## src/rtl/mem_pkg.sv

```systemverilog
// rtl/mem_pkg.sv - shared owner encoding, strobe width and owner-entry type for the memory port arbiter
package mem_pkg;

  localparam logic OWN_IF  = 1'b0;
  localparam logic OWN_D   = 1'b1;
  localparam int   WSTRB_W = 4;

  // One outstanding access: in flight, who issued it, and whether it was a store
  typedef struct packed {
    logic valid;
    logic owner;
    logic store;
  } own_entry_t;

endpackage

```

## src/rtl/resp_tracker.sv

```systemverilog
// rtl/resp_tracker.sv - LATENCY-deep owner shift register steering memory read data to its requester
module resp_tracker
  import mem_pkg::*;
#(
  parameter int LATENCY = 1
) (
  input  logic        i_clk,
  input  logic        i_rst_n,
  input  own_entry_t  i_push,
  input  logic [31:0] i_mem_rdata,
  output logic        o_if_rvalid,
  output logic [31:0] o_if_rdata,
  output logic        o_d_rvalid,
  output logic [31:0] o_d_rdata
);

  own_entry_t r_pipe [LATENCY];
  own_entry_t w_tail;

  // Age every grant by one stage per cycle; reset discards anything in flight
  always_ff @(posedge i_clk or negedge i_rst_n) begin
    if (!i_rst_n) begin
      for (int i = 0; i < LATENCY; i++) r_pipe[i] <= '0;
    end else begin
      r_pipe[0] <= i_push;
      for (int i = 1; i < LATENCY; i++) r_pipe[i] <= r_pipe[i-1];
    end
  end

  assign w_tail = r_pipe[LATENCY-1];

  // The tail entry lines up with the cycle in which the memory presents its read data
  assign o_if_rvalid = w_tail.valid && (w_tail.owner == OWN_IF);
  assign o_d_rvalid  = w_tail.valid && (w_tail.owner == OWN_D);
  assign o_if_rdata  = o_if_rvalid ? i_mem_rdata : '0;
  assign o_d_rdata   = (o_d_rvalid && !w_tail.store) ? i_mem_rdata : '0;

endmodule

```

## src/rtl/mem_port_arbiter.sv

```systemverilog
// rtl/mem_port_arbiter.sv - fetch/data arbiter for the single-port memory with bounded fetch starvation
module mem_port_arbiter
  import mem_pkg::*;
#(
  parameter int LATENCY  = 1,
  parameter int MAX_WAIT = 4
) (
  input  logic               clock,
  input  logic               reset_n,
  input  logic               if_req,
  input  logic [31:0]        if_addr,
  output logic               if_gnt,
  output logic               if_rvalid,
  output logic [31:0]        if_rdata,
  input  logic               d_req,
  input  logic [31:0]        d_addr,
  input  logic               d_wen,
  input  logic [31:0]        d_wdata,
  input  logic [WSTRB_W-1:0] d_wstrb,
  output logic               d_gnt,
  output logic               d_rvalid,
  output logic [31:0]        d_rdata,
  output logic               mem_en,
  output logic [31:0]        mem_addr,
  output logic               mem_wen,
  output logic [31:0]        mem_wdata,
  output logic [WSTRB_W-1:0] mem_wstrb,
  input  logic [31:0]        mem_rdata
);

  localparam logic [3:0] MAX_W = 4'(MAX_WAIT);

  logic       [3:0] r_starve_cnt;
  logic             w_sat;
  logic             w_if_win;
  logic             w_d_win;
  own_entry_t       w_push;

  // Data normally wins; fetch takes the port once it has lost MAX_WAIT times in a row.
  // Gating with reset_n keeps every combinational output at 0 while in reset.
  assign w_sat    = (r_starve_cnt == MAX_W);
  assign w_if_win = reset_n && if_req && (!d_req || w_sat);
  assign w_d_win  = reset_n && d_req && !w_if_win;

  assign if_gnt    = w_if_win;
  assign d_gnt     = w_d_win;
  assign mem_en    = w_if_win || w_d_win;
  assign mem_addr  = w_if_win ? if_addr : (w_d_win ? d_addr : '0);
  assign mem_wen   = w_d_win && d_wen;
  assign mem_wdata = w_d_win ? d_wdata : '0;
  assign mem_wstrb = w_d_win ? d_wstrb : '0;

  // Count consecutive conflicts lost by fetch; any fetch grant restarts the count
  always_ff @(posedge clock or negedge reset_n) begin
    if (!reset_n) begin
      r_starve_cnt <= '0;
    end else if (w_if_win) begin
      r_starve_cnt <= '0;
    end else if (if_req && w_d_win && (r_starve_cnt != MAX_W)) begin
      r_starve_cnt <= r_starve_cnt + 4'd1;
    end
  end

  // Describe this cycle's grant for the response tracker
  always_comb begin
    w_push       = '0;
    w_push.valid = w_if_win || w_d_win;
    w_push.owner = w_d_win ? OWN_D : OWN_IF;
    w_push.store = w_d_win && d_wen;
  end

  resp_tracker #(
    .LATENCY(LATENCY)
  ) u_resp_tracker (
    .i_clk       (clock),
    .i_rst_n     (reset_n),
    .i_push      (w_push),
    .i_mem_rdata (mem_rdata),
    .o_if_rvalid (if_rvalid),
    .o_if_rdata  (if_rdata),
    .o_d_rvalid  (d_rvalid),
    .o_d_rdata   (d_rdata)
  );

endmodule

```

## config.mk

```make
export PLATFORM = sky130hd
export DESIGN_NAME = mem_port_arbiter
export DESIGN_NICKNAME = d
export VERILOG_FILES = /design/src/rtl/mem_pkg.sv /design/src/rtl/resp_tracker.sv /design/src/rtl/mem_port_arbiter.sv
export SDC_FILE = /design/constraint.sdc
export NUM_CORES = 1
export LEC_CHECK = 0
export CAP_MARGIN = 20
export CORE_AREA = 2 2 108 110
export DETAILED_ROUTE_END_ITERATION = 6
export DIE_AREA = 0 0 110 112
export GPL_ROUTABILITY_DRIVEN = 0
export PLACE_DENSITY = 0.69
export SYNTH_ARGS = -nofsm -noshare
export SYNTH_HDL_FRONTEND = slang
export SYNTH_HIERARCHICAL = 1
export SYNTH_SLANG_ARGS = --single-unit
```

## constraint.sdc

```tcl
create_clock -name clock -period 2 [get_ports clock]
set_input_delay 0.4 -clock clock [delete_from_list [all_inputs] [get_ports clock]]
set_output_delay 0.4 -clock clock [all_outputs]
set_load 0.005 [all_outputs]
```

==> out/results.env, run 1 <==
STATUS='complete, but fails checks'
VIOLATED_CHECKS='setup timing'
CP_ARRIVAL_NS=2.02
SYNTH_SIMPLE_GATE_AREA_SHARE_PCT=53.1
TRACK_USAGE_PCT=13.8
CRIT_FANOUT=8
DRT_PASS_1_ITERS=4
SYNTHARSTFLOPSHARE_PCT=100
SYNTH_XOR_AREA_SHARE_PCT=0.519
AVGVIACOUNTPERCELL=4.30
LAYOUT_COMMON_CELLS='137 x sky130_fd_sc_hd__clkdlybuf4s50_1, 59 x sky130_fd_sc_hd__dlymetal6s2s_1, 55 x sky130_fd_sc_hd__clkbuf_2'
SYNTH_AREA_LEADER_CELL='sky130_fd_sc_hd__and4b_1'
FRACTION_OF_SYNTHESIZED_AREA_IN_MULTIPLEXERS_PCT=0
ANTENNA_FOUND_INITIAL=0
INITIAL_CORE_UTIL_PCT=15.1
POST-ROUTE-PERIOD-UTIL_PCT=121
YS_TYPES=23
FINAL_COMMON_CELL='sky130_fd_sc_hd__clkdlybuf4s50_1'
GRT_SETUP_UNREPAIRED='true'
CLOCK_ROOT_BUFFER_MASTER='sky130_fd_sc_hd__clkbuf_16'
LAYOUTNONFILLERINSTCOUNT=647
SETUP-TNS-FINAL_NS=-20.81
TIMING.FINAL.SETUP_VIOLATIONS=70
CP_DATA_REQUIRED_TIME_NS=1.60
HOLD_VIOL_FINAL=0
INITIALDRTVIOLATIONCOUNT=111
FLOW.AREA_GROWTH_FROM_SYNTHESIS_PCT=203
SYNTH_TOP_FLOP_CELL='sky130_fd_sc_hd__dfrtp_1'
COMPOUND_GATE_FRACTION_OF_SYNTH_AREA_PCT=19.8
DRT_DRC_VIOLATIONS_LEFT=0
FINALNETCOUNT=644
YS_FF_LATCH=7
TIMING.SETUP.CRITICAL_PATH_CLASS='reg -> out'
INSERTION_DELAY_NS=0.23
POST-ROUTE-UTIL_PCT=45.7
FINAL.MIN_CLOCK_PERIOD_NS=2.42
WIRE_PER_INST_UM=18.0
SYN-INSTANCE-COUNT=192
POSTROUTEWIRELENGTH_UM=11700
PLACE_INST=598
CORE_REGION_AREA_MM2=0.0112
FIRST_PASS_GRT_WIRE_LENGTH_UM=13200
ADDER_CELL_SHARE_OF_THE_SYNTHESIZED_AREA_PCT=1.48
CELLPOWERDENSITY_mW_PER_MM2=280
SYNTHESIS.AREA_MM2=0.00169
IO_PINS=275
HTREE_LEVELS=1
NUMBER_OF_GLOBAL_ROUTE_VIAS_BEFORE_REPAIR=2491
SYNTH.NET_COUNT=331
ANT_NETS=0
WORSTSETUPENDPOINTTYPE='output port'
FLOORPLAN.DIE.HEIGHT_UM=112
POST_SYNTHESIS_SEQUENTIAL_AREA_RATIO_PCT=10.4
CLOCKBUFFERDEPTH=2
DP_HPWL_UM=7860
CTS-BUFFERS-INSERTED=3
SYNTH_LARGEST_TYPE_AREA_FRACTION_PCT=19.0
FINAL_CRITICAL_PATH_SETUP_SLACK_NS=-0.419
POST_LAYOUT_INSTANCE_AREA_MM2=0.00510
GRT_REMAINING_OVERFLOW=0
MAXSLEWHEADROOM_PCT=85.1
CLOCK_SKEW_NS=0.000265
IO_BUFFER_COUNT=274
REPORT.FINAL.SLEW_VIOL_COUNT=0
POST_SYNTH.CELL_AREA_AVG_UM2=8.78
CLOCK_SINKS=7
HOLDCRITPATHCLASS='in -> async'
SYNTH.TOP_CELLS.BY_AREA='sky130_fd_sc_hd__and4b_1 19%, sky130_fd_sc_hd__a22o_1 17%, sky130_fd_sc_hd__and3b_1 17%, sky130_fd_sc_hd__and2_1 14%, sky130_fd_sc_hd__dfrtp_1 10%'
CHIPWIDTH_UM=110
MAX_FREQ_GHz=0.413
CLK_PIN_SLEW_WORST_PATHS_NS=0.04
WORST_PIN_SLEW_NS=0.222
YOSYSWARNINGS=6
PLACE_AREA_MM2=0.00455
TIMING.MAX_CAP.VIOLATIONS=0
NUMBER_OF_ENABLE_TYPE_REGISTER_CELLS_IN_THE_SYNTHESIZED_NETLIST=0
CTS_TREE='built'
LEAKAGEPOWER_uW=0.00337
TIMING.CRITICAL_PATH.FROM_TYPE='register'
DRIVE_ABOVE_1_SHARE_PCT=30.6
VIAS=2782
ROWS=39
GRT_START_MAX_NET_PINS=67
DIE_AREA_MM2=0.0123
SYNTH_TOP_FAMILY_BY_AREA='simple AND/OR/NAND/NOR gates'
ANTENNADIODECOUNT=0
VDD_DROP_MAX_mV=0.196
-- logic make-up (layout without fill, tap and decap cells) --
logic type               count (synthesis)  in the layout
AO/OA/AOI/OAI                           38             38
XOR/XNOR                                 1              1
adder cells (fa/ha/maj)                  2              2
buffers and inverters                   31            343
flip-flops                               7              7
AND/OR/NAND/NOR                        113            113
-- layer usage --
metal	share of wire, %	track usage, %	vias to the layer above	wire (µm)
li1	-	-	1358	-
met1	32	12.7	1290	3700
met2	59	27.7	134	6830
met3	9.8	5.62	0	1140
met4	0	1.86	0	0
met5	0	0	-	0
-- Yosys cell counts (2+ instances only) --
| master | n |
|---|---|
| sky130_fd_sc_hd__nor2_1 | 2 |
| sky130_fd_sc_hd__nand2_1 | 2 |
| sky130_fd_sc_hd__and3b_1 | 32 |
| sky130_fd_sc_hd__a22o_1 | 33 |
| sky130_fd_sc_hd__buf_2 | 6 |
| sky130_fd_sc_hd__nand3_1 | 4 |
| sky130_fd_sc_hd__dfrtp_1 | 7 |
| sky130_fd_sc_hd__and4b_1 | 32 |
| sky130_fd_sc_hd__inv_1 | 3 |
| sky130_fd_sc_hd__clkbuf_1 | 2 |
| sky130_fd_sc_hd__and2_1 | 38 |
| sky130_fd_sc_hd__buf_4 | 7 |
| sky130_fd_sc_hd__ha_1 | 2 |
| sky130_fd_sc_hd__buf_6 | 13 |
-- stage by stage --
stage               hold WS, ns  total power [µW]  worst slack [ns]
finish                    0.343              1430            -0.419
global placement          0.572               977            -0.604
CTS                       0.319              1340            -0.532
floorplan                 0.104               419             0.219
global route              0.347              1510            -0.492
detailed placement        0.572               991            -0.636
-- what timing repair did --
item | in CTS | in global routing
cloned | 1 | 12
hold buffers | 0 | 0
buffers inserted | 1 | 31
pin swaps | 5 | 21
gates resized for setup | 18 | 262
setup endpoints to repair | 80 | 119
-- power by group --
part           internal [µW]  total [µW]  switching [µW]
sequential               160         172            12.4
combinational            611         917             306
clock                    265         339            74.1
total                   1040        1430             393
-- sequential cells by signal, indices dropped and copies added, names as in the netlist --
register,cells
u_resp_tracker/r_pipe,3
r_starve_cnt,4
-- critical path, stage by stage, from the launching register on --
cell and delay, ns:
sky130_fd_sc_hd__dfrtp_1 0.38, sky130_fd_sc_hd__inv_2 0.08, sky130_fd_sc_hd__ha_4 0.13, sky130_fd_sc_hd__nand3b_1 0.17
sky130_fd_sc_hd__o211a_4 0.33, sky130_fd_sc_hd__buf_12 0.14, sky130_fd_sc_hd__clkbuf_16 0.15, sky130_fd_sc_hd__buf_4 0.13
sky130_fd_sc_hd__a22o_1 0.16, sky130_fd_sc_hd__clkbuf_2 0.11
-- worst paths after layout --
kind	startpoint	to	slack [ns]	cells after the start
hold / removal	reset_n	u_resp_tracker/r_pipe[1]	0.34	2
setup reg to reg	r_starve_cnt[1]	r_starve_cnt[1]	0.02	9
hold reg to reg	r_starve_cnt[3]	r_starve_cnt[3]	0.58	3
min in group clock	r_starve_cnt[3]	r_starve_cnt[3]	0.58	3
setup / recovery	r_starve_cnt[1]	mem_addr[28]	-0.42	9
max in group asynchronous	reset_n	u_resp_tracker/r_pipe[2]	1.51	2
-- final cells by class --
type,count,area (µm²)
timing repair buffer,336,3340
clock buffer,4,78.8
fill,1097,6070
tap,143,179
sequential,7,178
multi-input combinational,154,1320
inverter,3,11.3
Note: power is estimated with default switching activity, not from simulation.
==> run 2, diff against run 1 <==
- CTS_CLUSTER_DIAMETER: default -> 80
==> results of run 2 <==
The final DEF is identical to that of run 1; final timing and power are the same.
